### src/rtl/cpu7_wbpipe_if.sv
// cpu7_wbpipe_if: EX / memory / regfile side bus of the cpu7 post-EX result pipeline
interface cpu7_wbpipe_if #(
  parameter int XLEN = 32,
  parameter int RFIDX_WIDTH = 5
);
  logic stall;
  logic flush;
  logic in_valid;
  logic in_ready;
  logic [RFIDX_WIDTH-1:0] in_rd;
  logic in_regwrite;
  logic in_memtoreg;
  logic [XLEN-1:0] in_result;
  logic [XLEN-1:0] readdata;
  logic [RFIDX_WIDTH-1:0] rs1_idx;
  logic [RFIDX_WIDTH-1:0] rs2_idx;
  logic fwd1_en;
  logic [XLEN-1:0] fwd1_data;
  logic fwd2_en;
  logic [XLEN-1:0] fwd2_data;
  logic load_use;
  logic rf_we;
  logic [RFIDX_WIDTH-1:0] rf_waddr;
  logic [XLEN-1:0] rf_wdata;
  logic empty_req;
  logic empty_ack;
  modport master (
    output stall, flush, in_valid, in_rd, in_regwrite, in_memtoreg, in_result, readdata,
           rs1_idx, rs2_idx, empty_req,
    input  in_ready, fwd1_en, fwd1_data, fwd2_en, fwd2_data, load_use, rf_we, rf_waddr,
           rf_wdata, empty_ack
  );
  modport slave (
    input  stall, flush, in_valid, in_rd, in_regwrite, in_memtoreg, in_result, readdata,
           rs1_idx, rs2_idx, empty_req,
    output in_ready, fwd1_en, fwd1_data, fwd2_en, fwd2_data, load_use, rf_we, rf_waddr,
           rf_wdata, empty_ack
  );
endinterface

### src/rtl/cpu7_wbpipe.sv
// cpu7_wbpipe: DEPTH-stage EX-to-regfile pipeline with load merge, youngest-first forwarding and drain handshake
// Optional macro CPU7_FWD_WB_EN: the WB stage also forwards, at lowest priority.
module cpu7_wbpipe #(
  parameter int XLEN = 32,
  parameter int RFIDX_WIDTH = 5,
  parameter int DEPTH = 2,
  parameter int LOAD_STAGE = 0
) (
  input logic clk,
  input logic reset,
  cpu7_wbpipe_if.slave bus
);
`ifdef CPU7_FWD_WB_EN
  localparam int FwdStages = DEPTH;
`else
  localparam int FwdStages = DEPTH - 1;
`endif
  logic [DEPTH-1:0] valid, regWrite, memToReg;
  logic [RFIDX_WIDTH-1:0] rd [DEPTH];
  logic [XLEN-1:0] data [DEPTH];
  logic accept, loadUse1, loadUse2;
  assign bus.in_ready = ~bus.stall;
  assign accept = bus.in_valid & ~bus.stall & ~bus.flush;
  assign bus.rf_we = ~reset & ~bus.stall & valid[DEPTH-1] & regWrite[DEPTH-1] & |rd[DEPTH-1];
  assign bus.rf_waddr = rd[DEPTH-1];
  assign bus.rf_wdata = data[DEPTH-1];
  assign bus.load_use = loadUse1 | loadUse2;
  // Advance every stage together unless stalled; a load leaving LOAD_STAGE picks up readdata
  always_ff @(posedge clk) begin
    if (reset) begin
      valid <= '0;
      regWrite <= '0;
      memToReg <= '0;
      bus.empty_ack <= 1'b0;
      for (int i = 0; i < DEPTH; i++) begin
        rd[i] <= '0;
        data[i] <= '0;
      end
    end else begin
      bus.empty_ack <= bus.empty_req & ~|valid & ~accept;
      if (~bus.stall) begin
        valid <= {valid[DEPTH-2:0], bus.in_valid & ~bus.flush};
        regWrite <= {regWrite[DEPTH-2:0], bus.in_regwrite};
        memToReg <= {memToReg[DEPTH-2:0], bus.in_memtoreg};
        rd[0] <= bus.in_rd;
        data[0] <= bus.in_result;
        for (int i = 1; i < DEPTH; i++) begin
          rd[i] <= rd[i-1];
          data[i] <= (i - 1 == LOAD_STAGE && memToReg[i-1]) ? bus.readdata : data[i-1];
        end
      end
    end
  end
  // Scan oldest to youngest so the youngest matching stage has the final say
  always_comb begin
    bus.fwd1_en = 1'b0;
    bus.fwd1_data = '0;
    loadUse1 = 1'b0;
    bus.fwd2_en = 1'b0;
    bus.fwd2_data = '0;
    loadUse2 = 1'b0;
    for (int i = FwdStages - 1; i >= 0; i--) begin
      if (valid[i] && regWrite[i] && rd[i] == bus.rs1_idx && bus.rs1_idx != '0) begin
        loadUse1 = i < LOAD_STAGE && memToReg[i];
        bus.fwd1_en = ~loadUse1;
        bus.fwd1_data = loadUse1 ? '0 : (i == LOAD_STAGE && memToReg[i]) ? bus.readdata : data[i];
      end
      if (valid[i] && regWrite[i] && rd[i] == bus.rs2_idx && bus.rs2_idx != '0) begin
        loadUse2 = i < LOAD_STAGE && memToReg[i];
        bus.fwd2_en = ~loadUse2;
        bus.fwd2_data = loadUse2 ? '0 : (i == LOAD_STAGE && memToReg[i]) ? bus.readdata : data[i];
      end
    end
  end
endmodule

### src/flat_wrapper.sv
// flat-port wrapper written by rule: the top's interface ports become plain ports
module cpu7_wbpipe_flat 
#(
  parameter int XLEN = 32,
  parameter int RFIDX_WIDTH = 5,
  parameter int DEPTH = 2,
  parameter int LOAD_STAGE = 0
)
  (clk, reset, bus_stall, bus_flush, bus_in_valid, bus_in_rd, bus_in_regwrite, bus_in_memtoreg, bus_in_result, bus_readdata, bus_rs1_idx, bus_rs2_idx, bus_empty_req, bus_in_ready, bus_fwd1_en, bus_fwd1_data, bus_fwd2_en, bus_fwd2_data, bus_load_use, bus_rf_we, bus_rf_waddr, bus_rf_wdata, bus_empty_ack);
  cpu7_wbpipe_if #(.XLEN(XLEN), .RFIDX_WIDTH(RFIDX_WIDTH)) bus_i ();
  input logic clk;
  input logic reset;
  input wire logic [$bits(bus_i.stall)-1:0] bus_stall;
  input wire logic [$bits(bus_i.flush)-1:0] bus_flush;
  input wire logic [$bits(bus_i.in_valid)-1:0] bus_in_valid;
  input wire logic [$bits(bus_i.in_rd)-1:0] bus_in_rd;
  input wire logic [$bits(bus_i.in_regwrite)-1:0] bus_in_regwrite;
  input wire logic [$bits(bus_i.in_memtoreg)-1:0] bus_in_memtoreg;
  input wire logic [$bits(bus_i.in_result)-1:0] bus_in_result;
  input wire logic [$bits(bus_i.readdata)-1:0] bus_readdata;
  input wire logic [$bits(bus_i.rs1_idx)-1:0] bus_rs1_idx;
  input wire logic [$bits(bus_i.rs2_idx)-1:0] bus_rs2_idx;
  input wire logic [$bits(bus_i.empty_req)-1:0] bus_empty_req;
  output wire logic [$bits(bus_i.in_ready)-1:0] bus_in_ready;
  output wire logic [$bits(bus_i.fwd1_en)-1:0] bus_fwd1_en;
  output wire logic [$bits(bus_i.fwd1_data)-1:0] bus_fwd1_data;
  output wire logic [$bits(bus_i.fwd2_en)-1:0] bus_fwd2_en;
  output wire logic [$bits(bus_i.fwd2_data)-1:0] bus_fwd2_data;
  output wire logic [$bits(bus_i.load_use)-1:0] bus_load_use;
  output wire logic [$bits(bus_i.rf_we)-1:0] bus_rf_we;
  output wire logic [$bits(bus_i.rf_waddr)-1:0] bus_rf_waddr;
  output wire logic [$bits(bus_i.rf_wdata)-1:0] bus_rf_wdata;
  output wire logic [$bits(bus_i.empty_ack)-1:0] bus_empty_ack;
  assign bus_i.stall = bus_stall;
  assign bus_i.flush = bus_flush;
  assign bus_i.in_valid = bus_in_valid;
  assign bus_i.in_rd = bus_in_rd;
  assign bus_i.in_regwrite = bus_in_regwrite;
  assign bus_i.in_memtoreg = bus_in_memtoreg;
  assign bus_i.in_result = bus_in_result;
  assign bus_i.readdata = bus_readdata;
  assign bus_i.rs1_idx = bus_rs1_idx;
  assign bus_i.rs2_idx = bus_rs2_idx;
  assign bus_i.empty_req = bus_empty_req;
  assign bus_in_ready = bus_i.in_ready;
  assign bus_fwd1_en = bus_i.fwd1_en;
  assign bus_fwd1_data = bus_i.fwd1_data;
  assign bus_fwd2_en = bus_i.fwd2_en;
  assign bus_fwd2_data = bus_i.fwd2_data;
  assign bus_load_use = bus_i.load_use;
  assign bus_rf_we = bus_i.rf_we;
  assign bus_rf_waddr = bus_i.rf_waddr;
  assign bus_rf_wdata = bus_i.rf_wdata;
  assign bus_empty_ack = bus_i.empty_ack;
  cpu7_wbpipe #(.XLEN(XLEN), .RFIDX_WIDTH(RFIDX_WIDTH), .DEPTH(DEPTH), .LOAD_STAGE(LOAD_STAGE)) u_core (.clk(clk), .reset(reset), .bus(bus_i));
endmodule
### config.mk
export PLATFORM = sky130hd
export DESIGN_NAME = cpu7_wbpipe_flat
export DESIGN_NICKNAME = d
export VERILOG_FILES = /design/src/rtl/cpu7_wbpipe_if.sv /design/src/rtl/cpu7_wbpipe.sv /design/src/flat_wrapper.sv
export SDC_FILE = /design/constraint.sdc
export NUM_CORES = 1
export LEC_CHECK = 0
export CAP_MARGIN = 20
export CELL_PAD_IN_SITES_DETAIL_PLACEMENT = 0
export CELL_PAD_IN_SITES_GLOBAL_PLACEMENT = 1
export CORE_MARGIN = 2
export CORE_UTILIZATION = 52
export CTS_CLUSTER_DIAMETER = 200
export DETAILED_ROUTE_END_ITERATION = 10
export DONT_BUFFER_PORTS = 1
export PLACE_DENSITY_LB_ADDON = 0.1
export RECOVER_POWER = 100
export SLEW_MARGIN = 10
export SYNTH_ARGS = -nofsm -noshare
export SYNTH_HDL_FRONTEND = slang
export SYNTH_SLANG_ARGS = --single-unit
### constraint.sdc
create_clock -name clk -period 7.4 [get_ports clk]
set_clock_uncertainty 0.1 [all_clocks]
set_input_delay 0.74 -clock clk [delete_from_list [all_inputs] [get_ports clk]]
set_output_delay 0.74 -clock clk [all_outputs]
set_load 0.02 [all_outputs]
==> run_results.csv <==
group,metric,value,unit
status,status,"finished with violations",
status,violations,"max-capacitance violations, max-slew violations",
logic_synthesis,syn_area,0.004325,mm²
cells_and_area,drive_above_1_share,0.07325,
global_route,grt_usage,0.1979,
run,max_cap_viol_count,2,
power_and_ir_drop,p_comb_frac,0.083,
timing,slew_headroom,-1.334,
power_and_ir_drop,swShare,0.2523,
timing,hold_violations,0,
power_and_ir_drop,p_sw,0.2528,mW
timing,setup_viol,0,
logic_synthesis,yosysSeqAreaShare,0.5415,
timing,rsz0062_at_grt,"no",
setup_path,worstRegToRegCells,2,
logic_synthesis,avgSynthCellArea,11.98,µm²
logic_synthesis,syn_nets,448,
timing,slew_viol_final,109,
setup_path,slowest_stage,"dfxtp_1",
timing,max_freq,240.1,MHz
min_path,min_path_cells,1,
setup_path,crit_path_end_kind,"output port",
global_route,grt_pass1_wl,13080,µm
logic_synthesis,syn_inst,361,
setup_path,cp_slowest_stage_delay,1.63,ns
global_route,grt_antenna_before_repair,2,
power_and_ir_drop,pwr-share-clk,0.347,
floorplan,ioPinCount,194,
power_and_ir_drop,internal_power,0.7491,mW
power_and_ir_drop,total_power,1.002,mW
clock_tree,htree_levels,3,
clock_tree,clkLatencyLatePin,0.34,ns
setup_path,cp_top_family,"flip-flops",
cells_and_area,layout.nets,396,
floorplan,die_h,95.21,µm
timing,setup_tns,0,ns
clock_tree,clk_pin_slew,0.08,ns
floorplan,die_w,95.21,µm
setup_path,worst_ep_required_time,6.56,ns
logic_synthesis,ys.flop_type,"edfxtp_1",
power_and_ir_drop,power_density,245.7,mW/mm²
setup_path,worst-path-buf-inv,0,
floorplan,dieArea,0.009064,mm²
routing,routedWlPerCell,21.88,µm
logic_synthesis,synth_seq_cells,80,
place,dp_cells,403,
clock_tree,clock_sinks,80,
routing,drt.antenna.violating_nets,0,
place,portBuffers,0,
routing,firstDrtPassIters,4,
floorplan,rows,33,
cells_and_area,syn2layout_area_growth,-5.728,%
floorplan,start_util,0.5318,
setup_path,cp.arrival,3.32,ns
setup_path,cp.depth,2,
routing,viasPerCell,5.820,
place,hpwl,6114,µm
routing,post-route-drc-count,0,
min_path,worstHoldPathType,"input pin to flop",
routing,vias,2456,
power_and_ir_drop,vdd_drop_max,108.9,µV
setup_path,r2r_setup_slack,4.81,ns
setup_path,cp-start-kind,"flop",
logic_synthesis,synth_edf_count,74,
clock_tree,root_buffer,"clkbuf_8",
clock_tree,cts_tree,"built",
place,place_congestion,0.7354,
setup_path,crit_type,"flop to output port",
routing,drtIter0Drc,121,
power_and_ir_drop,p_leak,1.328,nW
power_and_ir_drop,p_seq_frac,0.570,
cells_and_area,finalNonFillerCells,422,
global_route,grt_overflow_total,0,
setup_path,worstPathMaxFanout,33,
timing,period_share,0.5627,
timing,tightest_slew,3.501,ns
setup_path,cp_cell_sequence,"mux2i_1, nor4_1",
global_route,grt_pass1_vias,2330,
clock_tree,post_cts_buffers,0,
logic_synthesis,ys_warn_count,0,
cells_and_area,final_cell_area,0.004078,mm²
timing,timing.final.crit_period,4.164,ns
logic_synthesis,synth_cell_types,29,
clock_tree,cts_resized,0,
clock_tree,hold_buffers,0,
routing,wirelength,9232,µm
global_route,grt_max_degree,75,
clock_tree,numCtsBuffers,9,
clock_tree,clk_path_buf_depth,2,
floorplan,core_area,0.008134,mm²
timing,hold_ws,0.3568,ns
place,place_area,0.004078,mm²
logic_synthesis,async_flop_share,0,
layout by cell type (no fill, tap or decap), types with 2 or more instances in the layout:
cell | synthesis | routed
nand2b_1 | 2 | 2
and2_1 | 42 | 19
and2_0 | 0 | 23
xnor2_1 | 6 | 6
dfxtp_1 | 6 | 6
mux2i_1 | 36 | 36
clkinvlp_4 | 0 | 2
or2_2 | 2 | 2
nor2_1 | 40 | 40
buf_4 | 38 | 4
nor3_1 | 33 | 34
bufinv_16 | 0 | 2
nand4_1 | 2 | 2
nor4_1 | 5 | 34
clkbuf_8 | 0 | 9
diode_2 | 0 | 3
a21oi_1 | 2 | 2
xor2_1 | 3 | 3
edfxtp_1 | 74 | 74
clkbuf_1 | 20 | 2
power groups by stage:
stage / registers, mW / logic (mW) / clock network (mW)
2_1_floorplan: 0.550 / 0.121 / 0
3_3_place_gp: 0.580 / 0.0935 / 0
3_5_place_dp: 0.580 / 0.0948 / 0
4_1_cts: 0.570 / 0.0952 / 0.354
5_1_grt: 0.576 / 0.0928 / 0.369
6_report: 0.571 / 0.0836 / 0.347
metrics by stage:
| step | util | setup slack, ns |
|---|---|---|
| finish | 0.5013 | 3.236 |
| global route | 0.5007 | 3.042 |
| CTS | 0.5273 | 3.850 |
| detailed placement | 0.5013 | 4.025 |
| global placement | 0.5013 | 4.037 |
| floorplan | - | 4.034 |
sequential cells by signal, summed over array words and instances (netlist names):
name                  cells
u_core.regWrite           2
u_core.valid              2
u_core.rd                10
u_core.bus.empty_ack      1
u_core.data              64
u_core.memToReg           1
cell type report:
type                       instances  area (µm²)
fill                             733        4056
sequential                        80        2342
multi-input combinational        212        1348
tap                              105       131.4
clock buffer                      10       127.6
clock inverter                     6       83.83
timing repair buffer               5       33.78
antenna                            3       7.507
inverter                           1       3.754
synth_stat cells, types with 2 or more instances:
master | count | area, µm²
a21oi_1 | 2 | 10.01
and2_1 | 42 | 262.8
buf_2 | 6 | 30.03
buf_4 | 38 | 285.3
buf_6 | 4 | 45.04
clkbuf_1 | 20 | 75.07
dfxtp_1 | 6 | 120.1
edfxtp_1 | 74 | 2222
mux2i_1 | 36 | 360.4
nand2_1 | 2 | 7.510
nand2b_1 | 2 | 12.51
nand4_1 | 2 | 12.51
nor2_1 | 40 | 150.1
nor3_1 | 33 | 165.2
nor4_1 | 5 | 31.28
nor4_2 | 27 | 337.8
nor4_4 | 2 | 42.54
or2_2 | 2 | 12.51
xnor2_1 | 6 | 52.55
xor2_1 | 3 | 26.28
final timing paths:
path / start / end
min reg2reg: u_core.valid[1]$_SDFFE_PP0N_ / u_core.bus.empty_ack$_SDFF_PP0_
max reg2reg: u_core.memToReg[0]$_SDFFE_PP0N_ / u_core.data[0][37]$_SDFFCE_PP0P_
min: reset / u_core.valid[0]$_SDFFE_PP0N_
max: u_core.memToReg[0]$_SDFFE_PP0N_ / bus_fwd1_data[5]
logic make-up after synthesis:
group,after synthesis,share of synthesized area
simple gates,163,0.2502
flops,80,0.5415
buf+inv,69,0.1015
mux,36,0.08331
xor+xnor,9,0.01822
compound gates,3,0.004339
other cells,1,0.0008670
per-layer routing:
metal | vias up | wire [µm] | part of all wire | track usage
li1 | 1156 | - | - | -
met2 | 112 | 4480 | 0.49 | 0.3140
met5 | - | 0 | 0 | 0
met4 | 0 | 155 | 0.017 | 0.09058
met3 | 11 | 831 | 0.090 | 0.06877
met1 | 1177 | 3764 | 0.41 | 0.2432
Power figures use the tool's default switching activity.
